File: src/rtl/cond_pkg.sv
// Shared types and constants for the conditional-execution / ALU-decode stage.
// Condition codes, ALU commands and flag bit positions live here so both files agree.
package cond_pkg;

  typedef enum logic [3:0] {
    EQ = 4'b0000, NE = 4'b0001, CS = 4'b0010, CC = 4'b0011,
    MI = 4'b0100, PL = 4'b0101, VS = 4'b0110, VC = 4'b0111,
    HI = 4'b1000, LS = 4'b1001, GE = 4'b1010, LT = 4'b1011,
    GT = 4'b1100, LE = 4'b1101, AL = 4'b1110, NV = 4'b1111
  } cond_e;

  typedef enum logic [1:0] {
    ALU_ADD = 2'b00,
    ALU_SUB = 2'b01,
    ALU_AND = 2'b10,
    ALU_ORR = 2'b11
  } alu_ctrl_e;

  localparam logic [3:0] CMD_ADD = 4'b0100;
  localparam logic [3:0] CMD_SUB = 4'b0010;
  localparam logic [3:0] CMD_AND = 4'b0000;
  localparam logic [3:0] CMD_ORR = 4'b1100;

  localparam int FLAG_N = 3;
  localparam int FLAG_Z = 2;
  localparam int FLAG_C = 1;
  localparam int FLAG_V = 0;

endpackage

File: src/rtl/cond_check.sv
// Purely combinational condition evaluator: condition field x current flags -> execute.
module cond_check
  import cond_pkg::*;
(
  input  logic [3:0] cond,
  input  logic [3:0] flags,
  output logic       cond_ex
);

  logic n, z, c, v, ge;

  assign n  = flags[FLAG_N];
  assign z  = flags[FLAG_Z];
  assign c  = flags[FLAG_C];
  assign v  = flags[FLAG_V];
  assign ge = (n == v);

  always_comb begin
    cond_ex = 1'b0;
    case (cond_e'(cond))
      EQ: cond_ex = z;
      NE: cond_ex = ~z;
      CS: cond_ex = c;
      CC: cond_ex = ~c;
      MI: cond_ex = n;
      PL: cond_ex = ~n;
      VS: cond_ex = v;
      VC: cond_ex = ~v;
      HI: cond_ex = c & ~z;
      LS: cond_ex = ~c | z;
      GE: cond_ex = ge;
      LT: cond_ex = ~ge;
      GT: cond_ex = ~z & ge;
      LE: cond_ex = z | ~ge;
      AL: cond_ex = 1'b1;
      NV: cond_ex = 1'b0;
      default: cond_ex = 1'b0;
    endcase
  end

endmodule

File: src/rtl/cond_control.sv
// Conditional-execution stage: decodes ALUControl, holds N/Z/C/V, and gates the
// main FSM's write requests with the condition result registered one cycle earlier.
module cond_control
  import cond_pkg::*;
(
  input  logic       clk,
  input  logic       reset,
  input  logic [3:0] Cond,
  input  logic [1:0] Op,
  input  logic [5:0] Funct,
  input  logic [3:0] Rd,
  input  logic [3:0] ALUFlags,
  input  logic       ALUOp,
  input  logic       RegW,
  input  logic       MemW,
  input  logic       NextPC,
  input  logic       BranchS,
  output logic [1:0] ALUControl,
  output logic       PCWrite,
  output logic       RegWrite,
  output logic       MemWrite,
  output logic [3:0] Flags
);

  logic [3:0] cmd;
  logic [1:0] flag_w;
  logic [3:0] flags_q;
  logic       cond_ex;
  logic       cond_ex_reg;
  logic       pcs;
  logic       unused_bits;

  // Op and the immediate bit do not affect this stage.
  assign unused_bits = ^{Op, Funct[5]};

  assign cmd = Funct[4:1];

  always_comb begin
    ALUControl = ALU_ADD;
    if (ALUOp) begin
      case (cmd)
        CMD_ADD: ALUControl = ALU_ADD;
        CMD_SUB: ALUControl = ALU_SUB;
        CMD_AND: ALUControl = ALU_AND;
        CMD_ORR: ALUControl = ALU_ORR;
        default: ALUControl = ALU_ADD;
      endcase
    end
  end

  assign flag_w[1] = ALUOp & Funct[0];
  assign flag_w[0] = flag_w[1] & ((cmd == CMD_ADD) | (cmd == CMD_SUB));

  cond_check u_cond_check (
    .cond    (Cond),
    .flags   (flags_q),
    .cond_ex (cond_ex)
  );

  // Flag writes are gated by the unregistered condition so a skipped instruction leaves flags alone.
  always_ff @(posedge clk or posedge reset) begin
    if (reset) begin
      flags_q[3:2] <= 2'b00;
    end else if (flag_w[1] & cond_ex) begin
      flags_q[3:2] <= ALUFlags[3:2];
    end
  end

  always_ff @(posedge clk or posedge reset) begin
    if (reset) begin
      flags_q[1:0] <= 2'b00;
    end else if (flag_w[0] & cond_ex) begin
      flags_q[1:0] <= ALUFlags[1:0];
    end
  end

  always_ff @(posedge clk or posedge reset) begin
    if (reset) begin
      cond_ex_reg <= 1'b0;
    end else begin
      cond_ex_reg <= cond_ex;
    end
  end

  assign pcs      = BranchS | (RegW & (Rd == 4'hF));
  assign PCWrite  = NextPC | (pcs & cond_ex_reg);
  assign RegWrite = RegW & cond_ex_reg;
  assign MemWrite = MemW & cond_ex_reg;
  assign Flags    = flags_q;

endmodule

File: config.mk
export PLATFORM = sky130hd
export DESIGN_NAME = cond_control
export DESIGN_NICKNAME = d
export VERILOG_FILES = /design/src/rtl/cond_pkg.sv /design/src/rtl/cond_check.sv /design/src/rtl/cond_control.sv
export SDC_FILE = /design/constraint.sdc
export NUM_CORES = 1
export LEC_CHECK = 0
export BUFFER_PORTS_ARGS = -buffer_cell sky130_fd_sc_hd__buf_4
export CAP_MARGIN = 20
export CORE_UTILIZATION = 25
export CTS_BUF_LIST = sky130_fd_sc_hd__clkbuf_4
export DETAILED_ROUTE_END_ITERATION = 16
export HOLD_SLACK_MARGIN = 0.12
export SLEW_MARGIN = 20
export SYNTH_ARGS = -nofsm -noshare
export SYNTH_HDL_FRONTEND = slang
export SYNTH_SLANG_ARGS = --single-unit
File: constraint.sdc
create_clock -name clk -period 4.1 [get_ports clk]
set_input_delay 0.82 -clock clk [delete_from_list [all_inputs] [get_ports clk]]
set_output_delay 0.82 -clock clk [all_outputs]
set_load 0.05 [all_outputs]
==> impl_metrics.csv <==
group,metric,value,unit
status,status,"finished clean",
cells_and_area,post-route-util,0.427,
pwr,ir_drop,0.266,mV
cells_and_area,fin_area,746,um^2
cts,post_cts_buffers,0,
route,drt.antenna.violating_nets,0,
global_route,grt_pass1_vias,450,
setup_path,endpoint_kind,"output port",
cts,cts_tree,"yes",
cells_and_area,drive_above_1_share,0.477,
cts,clk_pin_slew,0.04,ns
global_route,grt_usage,0.120,
synth,synth_cells,52,
setup_path,crit_fanout,1,
timing,slew_headroom,0.632,
timing,rsz0062_at_grt,"false",
synth,synth_cell_types,30,
placed_design,place_congestion,0.708,
hold_path,hold_path.class,"in -> async",
synth,seq_area_frac_synth,0.268,
pwr,p_per_area,444,mW/mm^2
timing,period_minus_slack,2.49,ns
synth,avgSynthCellArea,8.97,um^2
cts,clock_sinks,5,
cells_and_area,layout_commonest_cell,"buf_4",
route,drt_iter0_drc,4,
placed_design,io_buffers,32,
route,routedWlPerCell,9.82,um
floorplan,io_pins,36,
timing,finalSetupViolCount,0,
setup_path,cp.required,3.28,ns
timing,fin_skew,0.00434,ns
floorplan,fp-row-count,15,
floorplan,die_area,0.00204,mm^2
global_route,antenna_found_initial,0,
synth,synth_warnings,0,
cts,cts_made_buffers,3,
route,firstDrtPassIters,4,
timing,worst_pin_slew,0.543,ns
synth,synth_top_area_share,0.268,
global_route,globalRouteOverflowTotal,0,
cts,ctsHoldBuffers,0,
pwr,leakagePower,0.358,nW
setup_path,worstSetupStartpointType,"input pin",
synth,syn-num-nets,79,
timing,hold_violations,0,
job,cap_violations,0,
cts,cts_buffer_depth,2,
cts,cts_root_buf,"clkbuf_4",
placed_design,dp_hpwl,945,um
global_route,grt_first_pass_wirelength,1770,um
cells_and_area,n_antenna_cell,0,
floorplan,die_w,45.2,um
timing,finalSetupTns,0,ns
setup_path,crit_type,"in -> out",
timing,slew_violations,0,
synth,synth_top_cell_by_area,"dfrtp_1",
floorplan,coreArea,0.00175,mm^2
cells_and_area,area_growth,59.8,%
cts,htreeDepth,1,
timing,min_period_over_period,0.607,
placed_design,place_area,716,um^2
global_route,grt_max_degree,9,
route,drc,0,
cells_and_area,nets,114,
route,vias_per_cell,4.59,
cts,cts_resized,0,
cells_and_area,layout_common_cells,"buf_4, dfrtp_1, nor2_1",
synth,synthTopCellsByArea,"dfrtp_1, mux2_1, mux2i_1",
floorplan,die_y,45.2,um
synth,syn-cell-area,467,um^2
timing,fmax,402,MHz
floorplan,initial_core_util,0.267,
setup_path,reg2regPathDepth,4,
cts,clk_latency,0.24,ns
route,num_vias,509,
setup_path,arrival,1.67,ns
synth,ys_ff_latch,5,
cells_and_area,largest_reg_flops,4,
route,routed_wl,1090,um
through the flow:
step	power (W)	hold WS, ns	worst slack (ns)	std cells
floorplan	0.000208	0.599	1.24	52
global placement	0.000268	0.560	1.61	107
detailed placement	0.000269	0.570	1.61	107
CTS	0.000335	0.473	1.61	111
global route	0.000355	0.475	1.58	111
finish	0.000331	0.470	1.61	111
synthesized netlist by cell type:
cell,number
a2111oi_1,1
a21o_1,1
a21oi_1,3
a21oi_2,1
a31o_2,1
and2_1,2
and3_1,1
buf_6,2
dfrtp_1,5
inv_1,2
mux2_1,4
mux2i_1,3
nand2_1,3
nand2b_1,1
nand3b_1,1
nand4_1,1
nor2_1,5
nor2b_1,1
nor3_1,1
o2111ai_2,1
o21a_1,2
o21ai_0,1
o21ai_1,1
o311ai_1,1
or2_2,1
or3_1,1
or3b_2,1
or4b_1,1
xnor2_1,1
xor2_1,2
critical path: stages:
cell and delay (ns):
buf_4 0.10, and3_1 0.16, a31o_2 0.23, a21o_1 0.17, buf_4 0.18
final cells by class:
| type | instances | area, um^2 |
|---|---|---|
| fillers | 179 | 1000 |
| multi-input cells | 43 | 312 |
| repair buffers | 32 | 240 |
| flip-flops and latches | 5 | 125 |
| well taps | 25 | 31.3 |
| clock buffers | 4 | 30.0 |
| inverters | 2 | 7.51 |
path summary, 6_finish.rpt:
kind | slack (ns) | startpoint | end
max | 1.61 | Rd[3] | PCWrite
min | 0.47 | reset | Flags[0]
max reg2reg | 2.34 | Flags[3] | Flags[1]
min reg2reg | 0.58 | Flags[0] | Flags[0]
max in group asynchronous | 3.46 | reset | Flags[3]
min in group clk | 0.58 | Flags[0] | Flags[0]
power breakdown:
| part | switching, W | internal [W] | total, W |
|---|---|---|---|
| Sequential | 0.0000210 | 0.0000665 | 0.0000875 |
| Combinational | 0.000111 | 0.0000695 | 0.000180 |
| Clock | 0.0000203 | 0.0000434 | 0.0000637 |
per-layer routing:
| metal | up-vias | global-route usage | routed length (um) |
|---|---|---|---|
| li1 | 256 | - | - |
| met1 | 239 | 0.144 | 477 |
| met2 | 14 | 0.197 | 564 |
| met3 | 0 | 0.0360 | 48 |
| met4 | 0 | 0.0545 | 0 |
| met5 | - | 0 | 0 |
kinds of logic (layout without fill, tap and decap cells):
kind of cell              count (synthesis)  in the layout  synth area share
and+or+nand+nor                          20             20             0.239
buffers and inverters                     4             38            0.0643
DFF                                       5              5             0.268
AOI/OAI and AO/OA                        13             13             0.212
muxes                                     7              7             0.161
xor gates and xnor gates                  3              3            0.0563
No activity file was read; power rests on OpenSTA's default activity.
